--- config.mk ---
export PLATFORM = sky130hd
export DESIGN_NAME = mem_access_ctrl
export DESIGN_NICKNAME = d
export VERILOG_FILES = /design/src/rtl/mem_ctrl_pkg.sv /design/src/rtl/mem_load_align.sv /design/src/rtl/mem_access_ctrl.sv
export SDC_FILE = /design/constraint.sdc
export NUM_CORES = 1
export LEC_CHECK = 0
export BUFFER_PORTS_ARGS = -buffer_cell sky130_fd_sc_hd__buf_2
export CAP_MARGIN = 5
export CELL_PAD_IN_SITES_DETAIL_PLACEMENT = 0
export CELL_PAD_IN_SITES_GLOBAL_PLACEMENT = 2
export CORE_MARGIN = 5
export CORE_UTILIZATION = 27
export CTS_BUF_LIST = sky130_fd_sc_hd__clkbuf_8
export DETAILED_ROUTE_END_ITERATION = 6
export PLACE_DENSITY = 0.83
export SKIP_LAST_GASP = 1
export SLEW_MARGIN = 10
export SYNTH_ARGS = -nofsm -noshare
export SYNTH_HDL_FRONTEND = slang
export SYNTH_SLANG_ARGS = --single-unit
--- constraint.sdc ---
create_clock -name clk -period 2.19 [get_ports clk]
set_clock_uncertainty 0.2 [all_clocks]
set_input_delay 0.438 -clock clk [delete_from_list [all_inputs] [get_ports clk]]
set_output_delay 0.438 -clock clk [all_outputs]
set_load 0.02 [all_outputs]
--- src/rtl/mem_ctrl_pkg.sv ---
// Shared encodings for the memory stage: ls_info bit positions, FSM states, access sizes.
// Also holds the ls_info priority decode and the alignment check used by the controller.
package mem_ctrl_pkg;

    localparam int LS_LB  = 0;
    localparam int LS_LH  = 1;
    localparam int LS_LW  = 2;
    localparam int LS_LD  = 3;
    localparam int LS_LBU = 4;
    localparam int LS_LHU = 5;
    localparam int LS_LWU = 6;
    localparam int LS_SB  = 7;
    localparam int LS_SH  = 8;
    localparam int LS_SW  = 9;
    localparam int LS_SD  = 10;
    localparam int LS_W   = 11;

    typedef enum logic [1:0] {IDLE, REQ, WAIT, DONE} state_t;
    typedef enum logic [1:0] {SZ_B, SZ_H, SZ_W, SZ_D} size_t;

    typedef struct packed {
        logic  vld;
        logic  wen;
        logic  sign;
        size_t size;
    } ls_dec_t;

    // Lowest set bit wins when the one-hot is violated.
    function automatic ls_dec_t ls_decode(input logic [LS_W-1:0] info);
        ls_dec_t d;
        d.vld  = 1'b1;
        d.wen  = 1'b0;
        d.sign = 1'b0;
        d.size = SZ_B;
        if      (info[LS_LB])  begin d.sign = 1'b1; d.size = SZ_B; end
        else if (info[LS_LH])  begin d.sign = 1'b1; d.size = SZ_H; end
        else if (info[LS_LW])  begin d.sign = 1'b1; d.size = SZ_W; end
        else if (info[LS_LD])  begin d.sign = 1'b1; d.size = SZ_D; end
        else if (info[LS_LBU]) d.size = SZ_B;
        else if (info[LS_LHU]) d.size = SZ_H;
        else if (info[LS_LWU]) d.size = SZ_W;
        else if (info[LS_SB])  begin d.wen = 1'b1; d.size = SZ_B; end
        else if (info[LS_SH])  begin d.wen = 1'b1; d.size = SZ_H; end
        else if (info[LS_SW])  begin d.wen = 1'b1; d.size = SZ_W; end
        else if (info[LS_SD])  begin d.wen = 1'b1; d.size = SZ_D; end
        else                   d.vld = 1'b0;
        return d;
    endfunction

    function automatic logic [7:0] size_mask(input size_t s);
        case (s)
            SZ_B:    return 8'h01;
            SZ_H:    return 8'h03;
            SZ_W:    return 8'h0F;
            default: return 8'hFF;
        endcase
    endfunction

    function automatic logic misaligned(input size_t s, input logic [2:0] off);
        case (s)
            SZ_H:    return off[0];
            SZ_W:    return |off[1:0];
            SZ_D:    return |off;
            default: return 1'b0;
        endcase
    endfunction

endpackage

--- src/rtl/mem_load_align.sv ---
// Combinational load formatter: shifts the aligned doubleword down by the byte offset,
// truncates to the access size and sign- or zero-extends to 64 bits.
module mem_load_align
    import mem_ctrl_pkg::*;
(
    input  logic [63:0] i_rdata,
    input  logic [2:0]  i_off,
    input  logic [1:0]  i_size,
    input  logic        i_sign,
    output logic [63:0] o_data
);

    logic [63:0] w_sh;

    assign w_sh = i_rdata >> {i_off, 3'b000};

    always_comb begin
        o_data = w_sh;
        case (i_size)
            SZ_B:    o_data = {{56{i_sign & w_sh[7]}},  w_sh[7:0]};
            SZ_H:    o_data = {{48{i_sign & w_sh[15]}}, w_sh[15:0]};
            SZ_W:    o_data = {{32{i_sign & w_sh[31]}}, w_sh[31:0]};
            default: o_data = w_sh;
        endcase
    end

endmodule

--- src/rtl/mem_access_ctrl.sv ---
// Memory-stage sequencer: one dcache transaction per load/store, pipeline stalled until DONE
// (min 3 cycles op->done). Optional MEM_ACCESS_MISALIGN_TRAP_EN short-circuits misaligned ops.
module mem_access_ctrl
    import mem_ctrl_pkg::*;
#(
    parameter int unsigned TIMEOUT_CYC = 256
) (
    input  logic        clk,
    input  logic        rst,
    input  logic        mem_i_valid,
    input  logic [10:0] mem_i_ls_info,
    input  logic [63:0] mem_i_addr,
    input  logic [63:0] mem_i_wdata,
    output logic        dc_o_req_valid,
    input  logic        dc_i_req_ready,
    output logic [63:0] dc_o_addr,
    output logic        dc_o_wen,
    output logic [7:0]  dc_o_wstrb,
    output logic [63:0] dc_o_wdata,
    input  logic        dc_i_resp_valid,
    input  logic [63:0] dc_i_rdata,
    output logic        ctrl_o_stall,
    output logic        ctrl_o_done,
    output logic [63:0] ctrl_o_load_data,
    output logic        ctrl_o_timeout,
    output logic        ctrl_o_misalign
);

    state_t      r_state, w_state_nxt;
    ls_dec_t     w_dec;
    logic        w_mem_op, w_misalign, w_wd_fire;
    logic [2:0]  w_off;
    logic [63:0] w_fmt;
    logic [63:0] r_addr, r_wdata, r_load_data;
    logic [7:0]  r_wstrb;
    logic [1:0]  r_size;
    logic        r_sign, r_wen, r_timeout;
    logic [31:0] r_wd_cnt;

    assign w_dec    = ls_decode(mem_i_ls_info);
    assign w_mem_op = mem_i_valid & w_dec.vld;
    assign w_off    = mem_i_addr[2:0];
    assign w_wd_fire = (TIMEOUT_CYC != 0) && (r_wd_cnt == TIMEOUT_CYC - 1);

`ifdef MEM_ACCESS_MISALIGN_TRAP_EN
    logic r_misalign;

    assign w_misalign = misaligned(w_dec.size, w_off);

    always_ff @(posedge clk) begin
        if (rst)
            r_misalign <= 1'b0;
        else if (r_state == IDLE && w_mem_op)
            r_misalign <= w_misalign;
    end

    assign ctrl_o_misalign = r_misalign & (r_state == DONE);
`else
    assign w_misalign      = 1'b0;
    assign ctrl_o_misalign = 1'b0;
`endif

    always_comb begin
        w_state_nxt = r_state;
        case (r_state)
            IDLE:    if (w_mem_op) w_state_nxt = w_misalign ? DONE : REQ;
            REQ:     if (dc_i_req_ready) w_state_nxt = WAIT;
            WAIT:    if (dc_i_resp_valid || w_wd_fire) w_state_nxt = DONE;
            default: w_state_nxt = IDLE;
        endcase
    end

    always_ff @(posedge clk) begin
        if (rst) begin
            r_state     <= IDLE;
            r_addr      <= '0;
            r_wdata     <= '0;
            r_wstrb     <= '0;
            r_size      <= '0;
            r_sign      <= 1'b0;
            r_wen       <= 1'b0;
            r_load_data <= '0;
            r_timeout   <= 1'b0;
            r_wd_cnt    <= '0;
        end else begin
            r_state <= w_state_nxt;
            // A trapped access never reaches the dcache, so its fields are not latched.
            if (r_state == IDLE && w_mem_op && !w_misalign) begin
                r_addr  <= mem_i_addr;
                r_size  <= w_dec.size;
                r_sign  <= w_dec.sign;
                r_wen   <= w_dec.wen;
                r_wstrb <= size_mask(w_dec.size) << w_off;
                r_wdata <= mem_i_wdata << {w_off, 3'b000};
            end
            if (r_state == WAIT) begin
                r_wd_cnt <= r_wd_cnt + 1;
                if (dc_i_resp_valid) begin
                    if (!r_wen)
                        r_load_data <= w_fmt;
                end else if (w_wd_fire) begin
                    r_timeout   <= 1'b1;
                    r_load_data <= '0;
                end
            end else begin
                r_wd_cnt <= '0;
            end
        end
    end

    mem_load_align u_load_align (
        .i_rdata (dc_i_rdata),
        .i_off   (r_addr[2:0]),
        .i_size  (r_size),
        .i_sign  (r_sign),
        .o_data  (w_fmt)
    );

    assign dc_o_req_valid   = (r_state == REQ) & ~rst;
    assign dc_o_addr        = {r_addr[63:3], 3'b000};
    assign dc_o_wen         = r_wen;
    assign dc_o_wstrb       = r_wstrb;
    assign dc_o_wdata       = r_wdata;
    assign ctrl_o_stall     = (r_state == IDLE && w_mem_op) || r_state == REQ || r_state == WAIT;
    assign ctrl_o_done      = (r_state == DONE);
    assign ctrl_o_load_data = r_load_data;
    assign ctrl_o_timeout   = r_timeout;

endmodule

==> impl_metrics.toml <==
[outcome]
run_status = "finished with violations"
violations = "negative setup slack"

[die]
fp.dieH_um = 226
die_w_um = 226
die_area_mm2 = 0.0512
start_util_pct = 27.2
coreArea_mm2 = 0.0464
num_rows = 79
io-pin-count = 414

[sta]
fin_ws_ns = -0.204
finalCriticalPeriod_ns = 2.39
max_freq_mhz = 418
setup_viol = 59
final.setup.tns_ns = -4.50
hold_slack_ns = 0.0812
grt_setup_unrepaired = "true"
relSlewSlack_pct = 46.9
finalHoldViolCount = 0
worstMarginPinSlew_ns = 0.794
slew_viol_final = 0
finalCritPeriodShare_pct = 109

[route]
first_pass_iters = 5
viasPerCell = 4.91
drc = 0
ant_nets = 0
first_iter_violations = 761
drt-total-wl_mm = 52.9
wl_per_cell_um = 19.2
num_vias = 13500

[flow_run]
maxCapViolCount = 0

[final_layout]
seq_area_mm2 = 0.00481
fillers = 4753
syn2layout_area_growth_pct = 47.7
instances_no_fill = 2746
fin_nets = 2321
final_area_mm2 = 0.0186
drive_gt1_share_pct = 39.1
multi_input_area_mm2 = 0.00721

[clock_network]
numCtsBuffers = 44
path_clk_slew_ns = 0.06
clock_sinks = 239
cts_root_buffer = "clkbuf_8"
clk_path_buf_depth = 3
cts_tree = "built"
clk-insertion-delay-late_ns = 0.59
h-tree-depth = 2

[synthesis]
ys_ff_latch = 239
ys_top_cells_by_count = "nand2_1, dfxtp_1, a21oi_1, nor2_1, mux2i_1"
syn-cell-area_mm2 = 0.0126
async_flop_share_pct = 0
synthTopCellsByArea = "dfxtp_1, nand2_1, a21oi_1"
synthMostInstantiatedCell = "nand2_1"
ys.flop_type = "dfxtp_1"
syn_inst = 1549
synth-edff-count = 0
ys_types = 64
yosysWarnings = 0
synth.avg_cell_area_um2 = 8.15
yosysTopAreaCell = "dfxtp_1"
yosys.area.top_type_share_pct = 37.9
ys_seq_area_share_pct = 37.9

[placement]
placed_cells = 2544
dpl.hpwl_mm = 38.9
numPortBuffers = 409
gp_congestion = 0.878
place_area_mm2 = 0.0160

[worst_setup_path]
end_kind = "primary output"
worstPathMaxFanout = 2
worstPathArrival_ns = 1.76
cp-start-kind = "flip-flop"
critPathKind = "flip-flop to primary output"
critPathRequiredTime_ns = 1.55

[pwr]
p_leak_nw = 8.34
power.density_mw_per_mm2 = 878
worst_ir_drop_vdd_uv = 479

[global_route]
grt_usage_pct = 19.6
grt-ovfl-total = 0
grt_pass1_vias = 13800
grt_max_degree = 102
grt_pass1_wl_mm = 79.4
antenna_found_initial = 7

[min_path]
hold_class = "primary input to flip-flop"
==> logic make-up after synthesis <==
| group | synth area share, % |
|---|---|
| AO/OA/AOI/OAI | 19.2 |
| XOR/XNOR | 1.67 |
| adder cells (fa/ha/maj) | 0.595 |
| buffers and inverters | 8.60 |
| flip-flops | 37.9 |
| multiplexers | 12.5 |
| other | 0.0297 |
| AND/OR/NAND/NOR | 19.5 |
==> where the power goes <==
part / switching (mW) / leakage [nW] / total [mW] / internal [mW]
Combinational: 3.82 / 5.89 / 6.63 / 2.81
Clock: 2.00 / 0.493 / 4.48 / 2.48
Sequential: 0.357 / 1.95 / 5.27 / 4.91
Total: 6.17 / 8.34 / 16.4 / 10.2
==> worst max-delay path, stage by stage (launching register included) <==
cell,delay (ns)
dfxtp_2,0.36
inv_4,0.05
ha_4,0.16
nand2_4,0.06
a31oi_4,0.04
or3_4,0.34
buf_6,0.14
==> final cells by class <==
class / instances / share of cell area, %
clock buffers: 58 / 4.28
well taps: 607 / 4.07
multi-input cells: 1116 / 38.7
clock inverters: 14 / 0.544
flip-flops and latches: 239 / 25.8
repair buffers: 689 / 26.2
diodes: 6 / 0.0805
inverters: 17 / 0.383
==> through the flow <==
| step | setup WS, ns | utilization, % | power, mW |
|---|---|---|---|
| floorplan | -0.0885 | - | 9.00 |
| global placement | -0.259 | 34.5 | 11.1 |
| detailed placement | -0.250 | 34.5 | 11.2 |
| CTS | -0.323 | 39.5 | 16.4 |
| global route | -0.305 | 40.2 | 17.4 |
| finish | -0.204 | 40.2 | 16.4 |
==> routing by layer <==
layer,vias up,track usage (%),share of wire [%]
li1,6545,-,-
met1,6394,24.2,41
met2,455,33.4,49
met3,97,5.21,7.3
met4,4,6.29,2.9
met5,-,0,0.051
==> cells in the final DEF (no fill, tap or decap), drive strengths merged, types with 15 or more instances in the layout <==
master	count
buf	608
nand2	243
dfxtp	239
nor2	156
a21oi	156
mux2i	78
dlygate4sd3	76
o21ai	70
clkbuf	61
a211oi	56
nor3	52
mux2	39
nand3	32
o211ai	31
inv	24
a22o	20
mux4	16
xor2	15
nor2b	15
==> worst paths after layout <==
check                start                    to  slack, ns  cells past startpoint
max             r_state[0]          ctrl_o_stall      -0.20                      6
min          mem_i_addr[2]        dc_o_wdata[53]       0.08                      3
min reg2reg     r_addr[53]            r_addr[53]       0.25                      2
max reg2reg      r_addr[1]  ctrl_o_load_data[51]      -0.15                      6
==> state kept, by name, summed over array words and instances, names as in the netlist <==
| signal | flops |
|---|---|
| r_wd_cnt | 32 |
| r_sign | 1 |
| r_state | 2 |
| r_size | 2 |
| ctrl_o_timeout | 1 |
| ctrl_o_load_data | 64 |
| r_addr | 64 |
| dc_o_wen | 1 |
| dc_o_wdata | 64 |
| dc_o_wstrb | 8 |
==> repair_timing <==
action,CTS,global route
pin swaps,39,44
hold endpoints to repair,80,0
gates resized for setup,70,59
setup endpoints to repair,64,77
hold buffers,76,0
buffers inserted,22,20
cloned,12,3
Note: power is estimated with default switching activity, not from simulation.
